### src/rtl/cam_capture.sv
// Camera byte-stream capture: syncs pclk/href/vref/d into clk, keeps Y of YUV422, downsamples into an OUT_W x OUT_H buffer.
// Optional macro CAM_DOUBLE_BUF_EN: front/back banks swapped at frame end so reads only see complete frames.
module cam_capture #(
  parameter int unsigned IMG_W    = 640,
  parameter int unsigned IMG_H    = 480,
  parameter int unsigned OUT_W    = 15,
  parameter int unsigned OUT_H    = 15,
  parameter int unsigned XCLK_DIV = 2
) (
  input  logic       clk,
  input  logic       reset_b,
  input  logic       pclk,
  input  logic       href,
  input  logic       vref,
  input  logic [7:0] d,
  output logic       xclk,
  input  logic [3:0] rd_x,
  input  logic [3:0] rd_y,
  output logic [7:0] rd_pixel,
  output logic       frame_done,
  output logic [9:0] frame_lines
);

  localparam int unsigned STEP_X = IMG_W / OUT_W;
  localparam int unsigned STEP_Y = IMG_H / OUT_H;
  localparam int unsigned CELLS  = OUT_W * OUT_H;
  localparam int unsigned XS_W   = $clog2(STEP_X + 1);
  localparam int unsigned YS_W   = $clog2(STEP_Y + 1);
  localparam int unsigned XI_W   = $clog2(OUT_W + 1);
  localparam int unsigned YI_W   = $clog2(OUT_H + 1);
  localparam int unsigned PIX_W  = $clog2(IMG_W + 1);
  localparam int unsigned LINE_W = 10;
  localparam int unsigned XD_W   = $clog2(XCLK_DIV + 1);
`ifdef CAM_DOUBLE_BUF_EN
  localparam int unsigned NBANK  = 2;
`else
  localparam int unsigned NBANK  = 1;
`endif
  localparam int unsigned MEM_AW = $clog2(NBANK * CELLS);

  typedef enum logic [1:0] {S_IDLE, S_VSYNC, S_FRAME} state_t;

  // Free-running camera master clock
  logic [XD_W-1:0] xdiv;
  always_ff @(posedge clk or negedge reset_b) begin
    if (!reset_b) begin
      xdiv <= '0;
      xclk <= 1'b0;
    end else if (xdiv == XD_W'(XCLK_DIV - 1)) begin
      xdiv <= '0;
      xclk <= ~xclk;
    end else begin
      xdiv <= xdiv + XD_W'(1);
    end
  end

  // Two-stage synchronizers, edge history, then one registered event stage
  logic [1:0] pclk_s, href_s, vref_s;
  logic [7:0] d_s1, d_s2;
  logic       pclk_q, href_q, vref_q;
  logic       strobe_q, hrise_q, hfall_q, vrise_q, vfall_q, hlvl_q;
  logic [7:0] byte_q;

  always_ff @(posedge clk or negedge reset_b) begin
    if (!reset_b) begin
      pclk_s   <= '0;
      href_s   <= '0;
      vref_s   <= '0;
      d_s1     <= '0;
      d_s2     <= '0;
      pclk_q   <= 1'b0;
      href_q   <= 1'b0;
      vref_q   <= 1'b0;
      strobe_q <= 1'b0;
      hrise_q  <= 1'b0;
      hfall_q  <= 1'b0;
      vrise_q  <= 1'b0;
      vfall_q  <= 1'b0;
      hlvl_q   <= 1'b0;
      byte_q   <= '0;
    end else begin
      pclk_s   <= {pclk_s[0], pclk};
      href_s   <= {href_s[0], href};
      vref_s   <= {vref_s[0], vref};
      d_s1     <= d;
      d_s2     <= d_s1;
      pclk_q   <= pclk_s[1];
      href_q   <= href_s[1];
      vref_q   <= vref_s[1];
      strobe_q <= pclk_s[1] & ~pclk_q;
      hrise_q  <= href_s[1] & ~href_q;
      hfall_q  <= ~href_s[1] & href_q;
      vrise_q  <= vref_s[1] & ~vref_q;
      vfall_q  <= ~vref_s[1] & vref_q;
      hlvl_q   <= href_s[1];
      byte_q   <= d_s2;
    end
  end

  state_t state, next_state;
  logic   frame_start_c, frame_end_c;

  always_ff @(posedge clk or negedge reset_b) begin
    if (!reset_b) state <= S_IDLE;
    else          state <= next_state;
  end

  always_comb begin
    next_state    = state;
    frame_start_c = 1'b0;
    frame_end_c   = 1'b0;
    case (state)
      S_IDLE:  if (vrise_q) next_state = S_VSYNC;
      S_VSYNC: if (vfall_q) begin
        next_state    = S_FRAME;
        frame_start_c = 1'b1;
      end
      S_FRAME: if (vrise_q) begin
        next_state  = S_VSYNC;
        frame_end_c = 1'b1;
      end
      default: next_state = S_IDLE;
    endcase
  end

  logic              phase;
  logic [PIX_W-1:0]  pix_cnt;
  logic [XS_W-1:0]   xsub;
  logic [XI_W-1:0]   xi;
  logic [LINE_W-1:0] line_cnt;
  logic [YS_W-1:0]   ysub;
  logic [YI_W-1:0]   yi;
  logic              wr_bank_c, rd_bank_c;

  logic              v_evt_c, hrise_c, in_frame_c, eff_phase_c, y_byte_c, line_end_c, wr_en_c;
  logic [MEM_AW-1:0] wr_idx_c;

  // Byte/line decode; a vref edge masks any href edge in the same cycle
  always_comb begin
    v_evt_c     = vrise_q | vfall_q;
    hrise_c     = hrise_q & ~v_evt_c;
    in_frame_c  = (state == S_FRAME) && !v_evt_c;
    eff_phase_c = hrise_c ? 1'b0 : phase;
    y_byte_c    = in_frame_c && strobe_q && hlvl_q && !eff_phase_c;
    line_end_c  = in_frame_c && hfall_q;
    wr_en_c     = y_byte_c && (32'(pix_cnt) < IMG_W) && (xsub == '0) && (ysub == '0)
                  && (32'(xi) < OUT_W) && (32'(yi) < OUT_H) && (32'(line_cnt) < IMG_H);
    wr_idx_c    = MEM_AW'(wr_bank_c) * MEM_AW'(CELLS) + MEM_AW'(xi) * MEM_AW'(OUT_H) + MEM_AW'(yi);
  end

  always_ff @(posedge clk or negedge reset_b) begin
    if (!reset_b) begin
      phase    <= 1'b0;
      pix_cnt  <= '0;
      xsub     <= '0;
      xi       <= '0;
      line_cnt <= '0;
      ysub     <= '0;
      yi       <= '0;
    end else begin
      phase <= (strobe_q && hlvl_q) ? ~eff_phase_c : eff_phase_c;

      if (frame_start_c || hrise_c || line_end_c) begin
        pix_cnt <= '0;
        xsub    <= '0;
        xi      <= '0;
      end else if (y_byte_c && (32'(pix_cnt) < IMG_W)) begin
        pix_cnt <= pix_cnt + PIX_W'(1);
        if (32'(xsub) == STEP_X - 1) begin
          xsub <= '0;
          if (32'(xi) < OUT_W) xi <= xi + XI_W'(1);
        end else begin
          xsub <= xsub + XS_W'(1);
        end
      end

      if (frame_start_c) begin
        line_cnt <= '0;
        ysub     <= '0;
        yi       <= '0;
      end else if (line_end_c) begin
        if (line_cnt != '1) line_cnt <= line_cnt + LINE_W'(1);
        if (32'(ysub) == STEP_Y - 1) begin
          ysub <= '0;
          if (32'(yi) < OUT_H) yi <= yi + YI_W'(1);
        end else begin
          ysub <= ysub + YS_W'(1);
        end
      end
    end
  end

  always_ff @(posedge clk or negedge reset_b) begin
    if (!reset_b) begin
      frame_done  <= 1'b0;
      frame_lines <= '0;
    end else begin
      frame_done <= frame_end_c;
      if (frame_end_c) frame_lines <= line_cnt;
    end
  end

`ifdef CAM_DOUBLE_BUF_EN
  logic front;
  always_ff @(posedge clk or negedge reset_b) begin
    if (!reset_b)         front <= 1'b0;
    else if (frame_end_c) front <= ~front;
  end
  assign wr_bank_c = ~front;
  assign rd_bank_c = front;
`else
  assign wr_bank_c = 1'b0;
  assign rd_bank_c = 1'b0;
`endif

  logic [7:0] mem [NBANK*CELLS];

  always_ff @(posedge clk or negedge reset_b) begin
    if (!reset_b) begin
      for (int i = 0; i < int'(NBANK * CELLS); i++) mem[MEM_AW'(i)] <= 8'h00;
    end else if (wr_en_c) begin
      mem[wr_idx_c] <= byte_q;
    end
  end

  // Combinational display read port
  logic              rd_ok_c;
  logic [MEM_AW-1:0] rd_idx_c;
  assign rd_ok_c  = (32'(rd_x) < OUT_W) && (32'(rd_y) < OUT_H);
  assign rd_idx_c = rd_ok_c ? (MEM_AW'(rd_bank_c) * MEM_AW'(CELLS) + MEM_AW'(rd_x) * MEM_AW'(OUT_H)
                               + MEM_AW'(rd_y)) : '0;
  assign rd_pixel = rd_ok_c ? mem[rd_idx_c] : 8'hFF;

endmodule

### config.mk
export PLATFORM = sky130hd
export DESIGN_NAME = cam_capture
export DESIGN_NICKNAME = d
export VERILOG_FILES = /design/src/rtl/cam_capture.sv
export SDC_FILE = /design/constraint.sdc
export NUM_CORES = 2
export LEC_CHECK = 0
export BUFFER_PORTS_ARGS = -buffer_cell sky130_fd_sc_hd__buf_2
export CORE_MARGIN = 2
export CORE_UTILIZATION = 30
export CTS_CLUSTER_SIZE = 30
export DETAILED_ROUTE_END_ITERATION = 10
export PLACE_DENSITY = 0.47
export SLEW_MARGIN = 0
export SYNTH_ARGS = -nofsm -noshare
export SYNTH_HDL_FRONTEND = slang
export SYNTH_SLANG_ARGS = --single-unit
export TNS_END_PERCENT = 50
### constraint.sdc
create_clock -name clk -period 8.99 [get_ports clk]
set_input_delay 1.798 -clock clk [delete_from_list [all_inputs] [get_ports clk]]
set_output_delay 1.798 -clock clk [all_outputs]
set_load 0.05 [all_outputs]
---- Word-level counts from Yosys, hierarchy flattened ----
Index checks and enable logic that the tools add are counted.
cells by class
  $add $sub $neg .......................... 9
  multiply operators ...................... 2
  magnitude comparators ................... 9
  equal/unequal tests ..................... 8
  mux-type cells .......................... 37
  bitwise logic cells ..................... 17
  reductions and logical operators ........ 34
operator list
  operator               number
  $bwmux 1800            1
  $bmux 8 s8             1
  $demux 8 s8            1
  $mux 10                5
  $mux 8                 5
  $mux 6                 6
  $mux 4                 8
  $add 10x1->10 const B  2
  $ge 9x9->1 const B     2
  $not 8->9              2
  $add 8x4->8            2
  $lt 4x4->1 const B     4
  $mul 4x4->8 const B    2
  $logic_and 1x1->1      14
  $reduce_bool 2->1      7
  $add 6x1->6 const B    2
  $logic_not 6->1        2
  $lt 10x10->1 const B   1
  $lt 10x9->1 const B    1
  $ne 10x10->1 const B   1
  $lt 9x1->1 const B     1
  $add 4x1->4 const B    2
  $not 1->1              8
  $and 1x1->1            6
  17 further kinds       30
storage, ports and cells
  bits in registers ....................... 1895
  input port bits ......................... 21
  output and inout bits ................... 20
  word-level logic and storage cells ...... 367

---- Logic depth before layout (Yosys ltp) ----
  depth after elaboration ................. 13
  mapped depth ............................ 17
  mapped depth without buffers ............ 14

---- Worst setup path after synthesis ----
No wires, ideal clock.
  path type ............................... input port to output port
  start point ............................. input port rd_x[0]
  end point ............................... output port rd_pixel[0]
  arrival ................................. 6.495 ns
  data required time ...................... 7.192 ns
  path slack .............................. 0.697 ns
  stages .................................. 17
  buffers on the path ..................... 3
  cell sequence ........................... fa_1 fa_1 inv_1 fa_1 inv_1 ha_1 clkbuf_1 xnor2_1 clkbuf_1 a211oi_1 clkbuf_1 a211oi_1 o21ai_0 nand4b_1 o211ai_1 a31oi_1 a41oi_1
between the ends
  longest elaborated chain between the ends .. 8
  elaborated cells between the ends (all ways) .. 10
  classes of those cells .................. add/sub (1); mul (1); order compare (1); mux (5); bitwise (1); reduce/logical (1)
ends and longest elaborated chain
  element                                                  RTL line  text
  from (decl)                                              17        input logic [3:0] rd_x,
  $mul 4x4->8 / $lt 4x4->1 (equally long branches)         230, 229
  $add 8x4->8 / $logic_and 1x1->1 (equally long branches)  231, 229
  $mux 8                                                   230       assign rd_idx_c = rd_ok_c ? (MEM_AW'(rd_bank_c) * MEM_AW'(CELLS) + MEM_AW'(rd_x) * MEM_AW'(OUT_H)
  $not 8->9 (not written as such)                          232       assign rd_pixel = rd_ok_c ? mem[rd_idx_c] : 8'hFF;
  $bmux 8 s8                                               232
  $mux 8 (not written as such) (2 in series)               232
  $mux 8 (*)                                               232
  to (decl)                                                19        output logic [7:0] rd_pixel,
Every way passes the cells marked *; elsewhere a longest branch is shown, timed or not. The select of a mux whose other input is x is not followed.

---- Worst setup path in the final report ----
  start point ............................. input port rd_x[0]
  end point ............................... output port rd_pixel[5]
The elaborated chain is that of the path after synthesis.

==> flow_summary.toml <==
[grt]
grt_pass1_wl_mm = 429
antenna_found_initial = 18
grt.total_usage_pct = 20.8
grt_max_degree = 172
grt.overflow.total = 0
grt_pass1_vias = 55000

[die]
core_mm2 = 0.276
die_y_um = 531
ios = 41
fp.dieW_um = 531
rows = 193
initial_core_util_pct = 30.2
fp.dieArea_mm2 = 0.282

[final_layout]
drive_gt1_share_pct = 32.2
fin_nets = 6314
area_growth_pct = 16.8
final_area_mm2 = 0.0975
fin_cells = 10100

[status]
failed_checks = "setup timing"
status = "complete, but fails checks"

[clock_network]
worstSkewPairLatency_ns = 0.91
root_buffer = "clkbuf_16"
clock_sinks = 1895
tritoncts = "yes"
cts_made_buffers = 214
cts.clk_slew.worst_paths_ns = 0.05
clk_path_buf_depth = 4
ctsHtreeMaxLevel = 4

[placed_design]
hpwl_mm = 198
dp.cells = 9724
dp_slack_ns = -1.04
port_buffers = 40
place_congestion = 0.905
post_dp_cell_area_mm2 = 0.0904

[logic_synthesis]
yosysTopAreaCellShare_pct = 33.6
synth_top_area_cell = "dfrtp_1"
synth_edf_count = 776
postSynthAreaPerCell_um2 = 13.8
ys_ff_latch = 1895
yosys_warnings = 0
synth_area_leaders = "dfrtp_1 (34%), edfxtp_1 (28%), mux2_2 (16%)"
syn_inst = 6044
synth_nets = 6123
ys.flop_type = "dfrtp_1"
ys_async_sr_fraction_pct = 59.1
syn_area_mm2 = 0.0834
yosysMostFrequentCell = "mux2_2"
ys_types = 80
ys_seq_area_share_pct = 61.5
ys_top_cells_by_count = "mux2_2 (1164), dfrtp_1 (1119), edfxtp_1 (776)"

[critical_path]
reg2regPathDepth = 14
cp.arrival_ns = 7.25
crit_type = "in2out"
path_max_fanout = 8
end_kind = "output pin"
critPathRequiredTime_ns = 7.19
start_kind = "input port"

[route]
vias = 54900
drc_errors = 0
vias_per_cell = 5.43
wl_per_cell_um = 29.7
drtAntennaViolNets = 0
drt_iter0_markers = 5409
drt_pass1_iterations = 5
routed_wl_mm = 301

[sta]
fin_hold_ws_ns = 0.345
drv_slew = 0
relSlewSlack_pct = 10.1
rsz0062_at_grt = "yes"
final.setup.worst_slack_ns = -0.0628
skew_ns = 0.0850
finalSetupViolCount = 1
fin_crit_ns = 9.05
fin_crit_sh_pct = 101
max_freq_mhz = 110
worst_pin_slew_ns = 1.33
hold_viol_final = 0

[power]
leakagePower_nw = 40.8
powerDensity_mw_per_mm2 = 247
power_mw = 24.0
ir_drop_mv = 0.190

[min_path]
hold_class = "reg2reg"
hold_depth = 0

[flow_run]
max_cap_viol_count = 0
state kept, by name, summed over array words and instances, names as in the netlist, 2 cells and up:
signal	count
d_s2	8
xi	4
line_cnt	10
vref_s	2
pclk_s	2
pix_cnt	10
byte_q	8
mem	1800
d_s1	8
yi	4
frame_lines	10
state	2
xdiv	2
ysub	6
href_s	2
xsub	6
area by class of cell:
type / instances / area [um2]
inverters: 40 / 150
diodes: 5 / 12.5
clock buffers: 310 / 6170
repair buffers: 394 / 3660
multi-input cells: 3690 / 30800
clock inverters: 75 / 739
fillers: 26700 / 179000
well taps: 3705 / 4640
flip-flops and latches: 1895 / 51300
power by group:
group	internal (mW)	switching, mW
Combinational	2.01	4.23
Clock	5.06	3.65
Sequential	9.05	0.0588
stage by stage:
stage | utilization, % | setup TNS [ns]
2_1_floorplan | - | 0
6_report | 35.3 | -0.0628
5_1_grt | 35.3 | -0.0332
3_5_place_dp | 32.7 | -2.72
3_3_place_gp | 32.7 | -3.06
4_1_cts | 35.2 | 0
worst max-delay path, stage by stage:
cell and delay [ns]:
buf_2 0.14, fa_2 0.73, fa_1 0.51, fa_4 0.86, a21boi_4 0.30, buf_4 0.24
nand3_1 0.21, buf_4 0.30, nor2_1 0.23, nor4_1 0.11, a21oi_1 0.19, a31oi_1 0.22
buf_4 0.21, a211oi_4 0.43, o211ai_1 0.34, buf_4 0.25, buf_12 0.14
cell usage in the layout, fill, tap and decap left out, types with 90 or more instances in the layout:
cell type / n
mux2_2: 1164
dfrtp_1: 1111
edfxtp_1: 776
nand2_1: 550
buf_4: 300
nor2_1: 270
mux2i_1: 255
clkbuf_16: 216
a21oi_1: 152
nand3_1: 132
o21ai_0: 102
o221ai_1: 90
per-layer routing:
metal | share of wire [%] | wire length (um) | GRT usage [%]
met2 | 44 | 133000 | 31.5
met4 | 4.3 | 13000 | 8.28
met3 | 6.6 | 19800 | 3.82
met1 | 45 | 135000 | 29.3
met5 | 0.0070 | 21 | 0
logic make-up after synthesis:
group                      synth area share, %
AOI/OAI and AO/OA                         7.25
xor gates and xnor gates                 0.493
adders and majority gates                0.996
buffers and inverters                     2.12
DFF                                       61.5
muxes                                     21.0
and+or+nand+nor                           6.64
final timing paths:
path,to,startpoint,slack [ns]
max in group asynchronous,mem[1127],reset_b,5.23
hold reg to reg,href_s[1],href_s[0],0.34
hold / removal,href_s[1],href_s[0],0.34
setup reg to reg,mem[324],xi[2],2.36
setup / recovery,rd_pixel[5],rd_x[0],-0.06
min in group asynchronous,mem[1423],reset_b,0.84
what timing repair did:
| action | CTS | global route |
|---|---|---|
| pin swaps | 1 | 1 |
| hold endpoints to repair | 0 | 0 |
| gates resized for setup | 22 | 4 |
| endpoints found under the setup margin | 7 | 5 |
| hold buffers | 0 | 0 |
| setup buffers | 0 | 0 |
Power figures use the tool's default switching activity.
